--- src/rtl/dmem_responder_pkg.sv ---
// Shared definitions for the data-side memory responder: the MMIO register
// map, the STATUS bit layout and the timer state encoding.
package dmem_responder_pkg;

    // Word offsets inside the MMIO region (address bits [7:0]).
    localparam logic [7:0] OFF_CYCLE  = 8'h00;
    localparam logic [7:0] OFF_TIMER  = 8'h04;
    localparam logic [7:0] OFF_STATUS = 8'h08;
    localparam logic [7:0] OFF_GPIO   = 8'h0C;

    // STATUS register bit positions.
    localparam int STAT_EXPIRED = 0;
    localparam int STAT_RUNNING = 1;
    localparam int STAT_ERR     = 2;

    // One-shot down-timer states.
    typedef enum logic [0:0] {
        TMR_IDLE = 1'b0,
        TMR_RUN  = 1'b1
    } timer_state_e;

    // Assemble the STATUS read value; unused bits read as zero.
    function automatic logic [31:0] pack_status(
        input logic expired,
        input logic running,
        input logic err
    );
        logic [31:0] word;
        word               = '0;
        word[STAT_EXPIRED] = expired;
        word[STAT_RUNNING] = running;
        word[STAT_ERR]     = err;
        return word;
    endfunction

endpackage

--- src/rtl/dmem_responder_timer.sv ---
// One-shot down-timer for the MMIO region: a 32-bit count, an IDLE/RUN
// state machine and the sticky EXPIRED flag. A load of N starts an N-cycle
// count; a load of zero expires immediately without ever running.
module mmio_timer
    import dmem_responder_pkg::*;
(
    input  logic        clk,
    input  logic        rst_n,
    input  logic        load,
    input  logic [31:0] load_value,
    input  logic        clear,
    output logic [31:0] count,
    output logic        running,
    output logic        expired
);

    timer_state_e state;
    logic         expire_now;

    // Expiry happens on a load of zero or on the 1 -> 0 step of a running count;
    // a non-zero load suppresses the decrement, so it also suppresses expiry.
    always_comb begin
        // NOTE: every combinational output gets a default first, so no path
        // leaves it unassigned and no latch is inferred.
        expire_now = 1'b0;
        if (load) begin
            expire_now = (load_value == 32'd0);
        end else if (state == TMR_RUN && count == 32'd1) begin
            expire_now = 1'b1;
        end
    end

    // Count and state update: a load (reload) always wins over the decrement.
    always_ff @(posedge clk or negedge rst_n) begin
        // NOTE: registers use nonblocking assignments so every flop samples
        // the pre-edge values, independent of statement order.
        if (!rst_n) begin
            state <= TMR_IDLE;
            count <= 32'd0;
        end else if (load) begin
            count <= load_value;
            state <= (load_value == 32'd0) ? TMR_IDLE : TMR_RUN;
        end else if (state == TMR_RUN) begin
            count <= count - 32'd1;
            if (count == 32'd1) begin
                state <= TMR_IDLE;
            end
        end
    end

    // Sticky EXPIRED flag: a set on the same edge as a clear wins.
    always_ff @(posedge clk or negedge rst_n) begin
        if (!rst_n) begin
            expired <= 1'b0;
        end else if (expire_now) begin
            expired <= 1'b1;
        end else if (clear) begin
            expired <= 1'b0;
        end
    end

    assign running = (state == TMR_RUN);

endmodule

--- src/rtl/dmem_responder.sv ---
// Data-side memory responder for the pipelined MIPS core's M stage.
// Serves loads combinationally and commits stores on the rising edge.
// Address map: bits [31:16] == MMIO_TAG select the MMIO registers
// (CYCLE, TIMER, STATUS, GPIO); everything else hits a word-addressed RAM
// whose upper addresses alias. RAM_WORDS must be a power of two, >= 2.
module dmem_responder
    import dmem_responder_pkg::*;
#(
    parameter int          RAM_WORDS = 64,
    parameter logic [15:0] MMIO_TAG  = 16'hFFFF
) (
    input  logic        clk,
    input  logic        reset,
    input  logic [31:0] aluoutM,
    input  logic [31:0] writedataM,
    input  logic        memwriteM,
    output logic [31:0] readdataM,
    output logic [31:0] gpio_out,
    output logic        timer_irq
);

    localparam int IDX_W = $clog2(RAM_WORDS);

    // Address decode.
    logic             is_mmio;
    logic             aligned;
    logic [7:0]       offset;
    logic [IDX_W-1:0] ram_idx;

    // Write strobes.
    logic             misaligned_store;
    logic             ram_we;
    logic             mmio_we;
    logic             timer_load;
    logic             status_we;
    logic             gpio_we;
    logic             clear_expired;
    logic             clear_err;

    // Architectural state.
    logic [31:0]      ram [RAM_WORDS];
    logic [31:0]      cycle_q;
    logic             err_q;
    logic [31:0]      gpio_q;

    // Timer outputs.
    logic [31:0]      timer_count;
    logic             timer_running;
    logic             timer_expired;

    // Address bits [15:8] take no part in decode: MMIO offsets alias over
    // them, and RAM indexing only reaches them for very deep RAMs.
    logic             unused_addr_bits;
    assign unused_addr_bits = ^aluoutM[15:8];

    // Region select, word offset (byte lane bits ignored) and RAM index.
    assign is_mmio = (aluoutM[31:16] == MMIO_TAG);
    assign aligned = (aluoutM[1:0] == 2'b00);
    assign offset  = {aluoutM[7:2], 2'b00};
    assign ram_idx = aluoutM[IDX_W+1:2];

    // A misaligned store is dropped everywhere and only raises ERR.
    assign misaligned_store = memwriteM && !aligned;
    assign ram_we           = memwriteM && aligned && !is_mmio;
    assign mmio_we          = memwriteM && aligned &&  is_mmio;

    assign timer_load    = mmio_we && (offset == OFF_TIMER);
    assign status_we     = mmio_we && (offset == OFF_STATUS);
    assign gpio_we       = mmio_we && (offset == OFF_GPIO);
    assign clear_expired = status_we && writedataM[STAT_EXPIRED];
    assign clear_err     = status_we && writedataM[STAT_ERR];

    // Data RAM: full-word stores, no reset.
    always_ff @(posedge clk) begin
        // NOTE: the RAM array deliberately has no reset; resetting it would
        // prevent mapping onto memory macros and contents are undefined
        // until software writes them.
        if (ram_we) begin
            ram[ram_idx] <= writedataM;
        end
    end

    // Free-running cycle counter; writes to its offset are ignored.
    always_ff @(posedge clk or negedge reset) begin
        if (!reset) begin
            cycle_q <= 32'd0;
        end else begin
            cycle_q <= cycle_q + 32'd1;
        end
    end

    // Sticky ERR flag: a misaligned store on the same edge as a clear wins.
    always_ff @(posedge clk or negedge reset) begin
        if (!reset) begin
            err_q <= 1'b0;
        end else if (misaligned_store) begin
            err_q <= 1'b1;
        end else if (clear_err) begin
            err_q <= 1'b0;
        end
    end

    // GPIO output register.
    always_ff @(posedge clk or negedge reset) begin
        if (!reset) begin
            gpio_q <= 32'd0;
        end else if (gpio_we) begin
            gpio_q <= writedataM;
        end
    end

    mmio_timer u_timer (
        .clk        (clk),
        .rst_n      (reset),
        .load       (timer_load),
        .load_value (writedataM),
        .clear      (clear_expired),
        .count      (timer_count),
        .running    (timer_running),
        .expired    (timer_expired)
    );

    // Zero-latency read mux over RAM and the MMIO registers.
    always_comb begin
        readdataM = 32'd0;
        if (is_mmio) begin
            case (offset)
                OFF_CYCLE:  readdataM = cycle_q;
                OFF_TIMER:  readdataM = timer_count;
                OFF_STATUS: readdataM = pack_status(timer_expired, timer_running, err_q);
                OFF_GPIO:   readdataM = gpio_q;
                default:    readdataM = 32'd0;
            endcase
        end else begin
            readdataM = ram[ram_idx];
        end
    end

    assign gpio_out  = gpio_q;
    assign timer_irq = timer_expired;

endmodule

--- config.mk ---
export PLATFORM = sky130hd
export DESIGN_NAME = dmem_responder
export DESIGN_NICKNAME = d
export VERILOG_FILES = /design/src/rtl/dmem_responder_pkg.sv /design/src/rtl/dmem_responder_timer.sv /design/src/rtl/dmem_responder.sv
export SDC_FILE = /design/constraint.sdc
export NUM_CORES = 2
export LEC_CHECK = 0
export ABC_AREA = 1
export CAP_MARGIN = 10
export CORE_ASPECT_RATIO = 0.6
export CORE_MARGIN = 8
export CORE_UTILIZATION = 50
export CTS_CLUSTER_DIAMETER = 30
export DETAILED_ROUTE_END_ITERATION = 12
export PLACE_DENSITY = 0.66
export SETUP_SLACK_MARGIN = 0.1
export SLEW_MARGIN = 20
export SYNTH_ARGS = -nofsm -noshare
export SYNTH_HDL_FRONTEND = slang
export SYNTH_SLANG_ARGS = --single-unit
--- constraint.sdc ---
create_clock -name clk -period 3.47 [get_ports clk]
set_clock_uncertainty 0.1 [all_clocks]
set_input_delay 0.8675 -clock clk [delete_from_list [all_inputs] [get_ports clk]]
set_output_delay 0.8675 -clock clk [all_outputs]
set_load 0.05 [all_outputs]
Word-level counts from Yosys, hierarchy flattened:

Memories as Yosys holds them, arrays and structs flattened.
Index checks and enable logic that the tools add are counted.

* multiplexer cells: 16
* reduce and logical (&&, ||, !) cells: 18
* $add $sub $neg: 2
* eq/ne operators: 5

Operators with widths (count)
* 32-bit case mux with 4 select lines: 1
* 32-bit 2-to-1 mux: 3
* 32-bit by 1-bit adder with 32-bit output (second input constant): 1
* 32-bit by 1-bit equality test with 1-bit output (second input constant): 1
* 32-bit logical NOT: 1
* 32-bit by 1-bit subtractor with 32-bit output (second input constant): 1
* 16-bit equality test (second input constant): 1
* 6-bit by 2-bit equality test with 1-bit output (second input constant): 2
* 1-bit 2-to-1 mux: 12
* 1-bit logical AND: 10
* 8-bit logical NOT: 1
* 6-bit by 1-bit equality test with 1-bit output (second input constant): 1
* 2-bit nonzero test: 3
* 1-bit logical NOT: 2
* 2-bit logical NOT: 1

* memories: 1
* register bits: 99
* memory bits (writable): 2048
* output and inout port bits: 65
* bits of input ports: 67
* logic and storage cells: 48

Memories
* ram: depth 64, width 32, rd ports 1, clocked after Yosys merged registers in 0, write ports 1, line dmem_responder.sv:41 `logic [31:0] ram [RAM_WORDS];`

Longest topological paths before layout:

* depth after elaboration: 7
* mapped depth: 15
* mapped depth without buffers: 13

By module:

From an unflattened synthesis, not the netlist that was laid out.

* cell total of the unflattened synthesis: 8731
* area total of the unflattened synthesis: 90668.2 µm²

Modules (own cells, without submodules)
* dmem_responder: sequential area each 63125.5 µm², area each 88063.2 µm², times used 1, cells an instance 8340
* mmio_timer: sequential area each 850.8 µm², area each 2605.0 µm², times used 1, cells an instance 391

Worst setup path before layout:

OpenSTA, ideal clock, no wires.

* kind: in2reg
* from: in aluoutM[4]
* to: mem ram[3][0] (enable)
* path slack: -1.084 ns
* data arrival time: 3.993 ns
* buffers on the path: 3
* library setup time: 0.461 ns
* cell stages on the path: 6
* data required time: 2.909 ns
* cell sequence: buf_2 > inv_1 > buf_2 > clkbuf_1 > nand2_1 > nor3_1

RTL lines
* start: declaration: line dmem_responder.sv:14 `input logic [31:0] aluoutM,`
* end: declaration: line dmem_responder.sv:41

No word-level cell before the write port.

Worst setup path in the final report:

* from: in aluoutM[2]
* to: out readdataM[27]

* longest elaborated chain between the ends: 3
* elaborated cells on any way between the ends: 7
* those cells by class: 3 x eq/ne; 2 x mux; 1 x reduce/logical; 1 x memory

Ends and longest elaborated chain
* parallel branches: the longest is 2 deep, another holds memory 64 x 32 bit
* 32-bit 2-to-1 mux (*): line dmem_responder.sv:126 `if (is_mmio) begin`
* end: declaration: line dmem_responder.sv:17 `output logic [31:0] readdataM,`

Every way passes the cells marked *.

==> summary.txt <==
Run status
  • Status: complete, but fails checks
  • Violated checks: negative setup slack

Routing
  • Antenna Violating Nets Remaining: 0
  • Vias: between 60000 and 70000
  • Routed vias/inst: 5.66
  • Routed met3 length: around 46 mm
  • 1st-iter DRT viols: about 10000
  • # DRC: 0
  • TritonRoute pass-1 iters: 7
  • Top Layer Used: met5
  • WL/cell: about 25 µm
  • Met2 Wirelength: approximately 130 mm
  • Routed met1 length: 127 mm
  • Total routed wirelength: 311 mm

Setup path
  • Arrival @ worst endpoint: 2.97 ns
  • CP max-delay cell: o211ai_1
  • Crit Reg-Reg Startpoint: u_timer.count[11]
  • CP Class: in -> out
  • CP startpoint: aluoutM[2]
  • Largest stage delay, worst path: just under 0.4 ns
  • Crit end category: primary output
  • Startpoint class of the critical path: input pin
  • Peak fanout along the critical path: 8
  • Critical path, cell by cell: buf_16 -> buf_16 -> nor2_4 -> buf_12 -> clkbuf_16 -> nand2_4 -> nor2_4 -> buf_4 -> inv_8 -> o211ai_1 -> nand2_1 -> nand2_4 -> buf_12
  • Worst Path Required: 2.50 ns

Floorplanning
  • Row Count: roughly 120
  • DIE HEIGHT: 346 µm
  • I/O Pins: 132
  • Starting Density: 0.501
  • Die area: 196000 µm²
  • Core area: 181000 µm²
  • Die W: 566 µm

Finish
  • Area growth from synthesis to layout: 28.0%
  • FF+latch area: 64000 µm²
  • Commonest cells after routing, fill and taps aside: 4694 x nand2_1, 2048 x edfxtp_1, 474 x buf_4
  • # nets final: 9652
  • Layout cells sized above 1: 0.192
  • Multi-input gate area: about 26000 µm²
  • Final core utilization: 0.641
  • Fillers: 13242
  • Commonest non-fill, non-tap cell in the layout: nand2_1

Hold path
  • HP Class: in -> reg
  • Hold path start: writedataM[27]

Synthesis
  • Sequential fraction of the synthesis area: 0.706
  • Net Count, Synth: slightly below 9000
  • Post-synthesis register bit count: 2147
  • Synth Warn #: 0
  • Syn Inst Count: 8743
  • Avg Cell Area, Syn: 10.4 µm²
  • Synth cell types: 38
  • Cell area after synthesis: 90600 µm²

Clocking
  • CTS tree: yes
  • Clock sinks: between 2000 and 2500
  • H-tree depth: 5
  • Clock tree buffer depth: 4
  • CTS root buffer: clkbuf_16
  • CTS Buf Count: around 290
  • Clk pin slew, worst setup/hold paths: 0.06 ns
  • Worst skew pair latency: 0.84 ns

STA
  • Hold_ws: 0.246 ns
  • Max Freq: roughly 250 MHz
  • Final Hold Viols: 0
  • RSZ-0062 raised after global routing: yes
  • Setup TNS Final: -13.18 ns
  • Worst slew margin: 0.295
  • Worst slew pin tran: 1.06 ns
  • Worst setup slack after layout: -0.467 ns
  • Final setup violating endpoints: 32
  • Crit share post-route: 1.13
  • Min Clock Period, post-route: around 3.9 ns
  • Count of final max-slew check failures: 0

Power and ir drop
  • Leak pwr: approximately 47 nW
  • Comb pwr share: 0.083
  • Psw: 0.0155 W
  • Peak supply drop: 0.433 mV
  • Power Total: 0.0632 W
  • Cell internal pwr: around 0.048 W
  • Clock power share: 0.467
  • Pwr Density: 545 nW/µm²
  • Net Sw Frac: 0.246
  • Power share of the sequential group: 0.450

Placed design
  • Post-placement setup slack: -0.788 ns
  • Placer Congestion: about 0.98
  • Dpl hpwl: about 200 mm
  • PortBufs: around 120

Global routing
  • GRT Util Overall: 0.302
  • Initial antenna violation count: 7
  • Largest net degree at the start of global routing: between 60 and 70
  • GRT overflow: 0
  • Number of global-route vias before repair: 63895
  • First-pass GRT wire length: 436 mm

Flow run
  • Max-Cap Viols: 0
area by class of cell:
type	instances	area share
multi-input combinational	5883	0.222
timing repair inverter	3	0.000291
tap	2398	0.0259
timing repair buffer	972	0.107
inverter	281	0.00962
antenna	1	0.0000216
clock inverter	209	0.0179
sequential	2147	0.552
clock buffer	316	0.0649
routing by layer:
metal	vias to the layer above	GRT usage
met1	33243	0.452
met3	595	0.104
met4	2	0.0965
li1	30661	-
met5	-	0
met2	4664	0.411
what timing repair did:
item	CTS	global route
setup endpoints to repair	32	32
cloned	11	34
hold buffers	1	0
pin swaps	11	170
endpoints found under the hold margin	37	0
resized for setup	178	484
setup buffers	16	38
power groups by stage:
stage               combinational (W)  clock, W  sequential (W)
finish                        0.00524    0.0296          0.0284
global route                  0.00550    0.0308          0.0284
CTS                           0.00468    0.0297          0.0284
detailed placement            0.00445         0          0.0290
global placement              0.00440         0          0.0290
floorplan                     0.00187         0          0.0290
worst paths after layout:
path	endpoint	slack, ns	depth (start not counted)
max	readdataM[27]	-0.47	13
min	gpio_out[27]	0.25	3
max reg2reg	u_timer.count[31]	0.81	10
min reg2reg	cycle_q[25]	0.37	1
max in group asynchronous	gpio_out[7]	2.00	3
min in group asynchronous	gpio_out[12]	0.49	2
synth_stat cells, drive strengths merged:
cell	instances	area (µm²)
and3	1	6.26
clkbuf	132	495
xnor2	3	26.3
inv	280	1050
nor4	7	58.8
edfxtp	2048	61500
buf	300	1450
mux2	1	11.3
o21ai	78	390
ha	3	37.5
clkinv	1	3.75
nand2	4948	18600
nand3	364	1840
nand4	93	582
a21oi	81	405
nor3	22	115
or2	2	12.5
dfrtp	99	2480
o211ai	37	278
a22oi	1	7.51
nor2	175	698
o221ai	17	149
nand3b	3	22.5
o22ai	2	12.5
xor2	45	394
sequential cells by signal, summed over array words and instances, names as in the netlist:
register         count
err_q                1
u_timer.count       32
ram               2048
u_timer.expired      1
u_timer.running      1
gpio_out            32
cycle_q             32
kinds of logic after synthesis:
group,Yosys count,share of synthesized area
xor gates and xnor gates,48,0.00464
DFF,2147,0.706
buffers and inverters,713,0.0331
AOI/OAI and AO/OA,216,0.0137
adders and majority gates,3,0.000414
muxes,1,0.000124
and+or+nand+nor,5615,0.242
worst max-delay path: cells and delay by family:
kind            cells  cell delay, ns
simple gates        5            0.58
buf+inv             7            1.06
compound gates      1            0.39
metrics by stage:
step	instance area, µm²	std cells
floorplan	90600	8743
global placement	102000	11583
detailed placement	102000	11585
CTS	113000	12138
global route	116000	12209
finish	116000	12210
No activity file was read; power rests on OpenSTA's default activity.
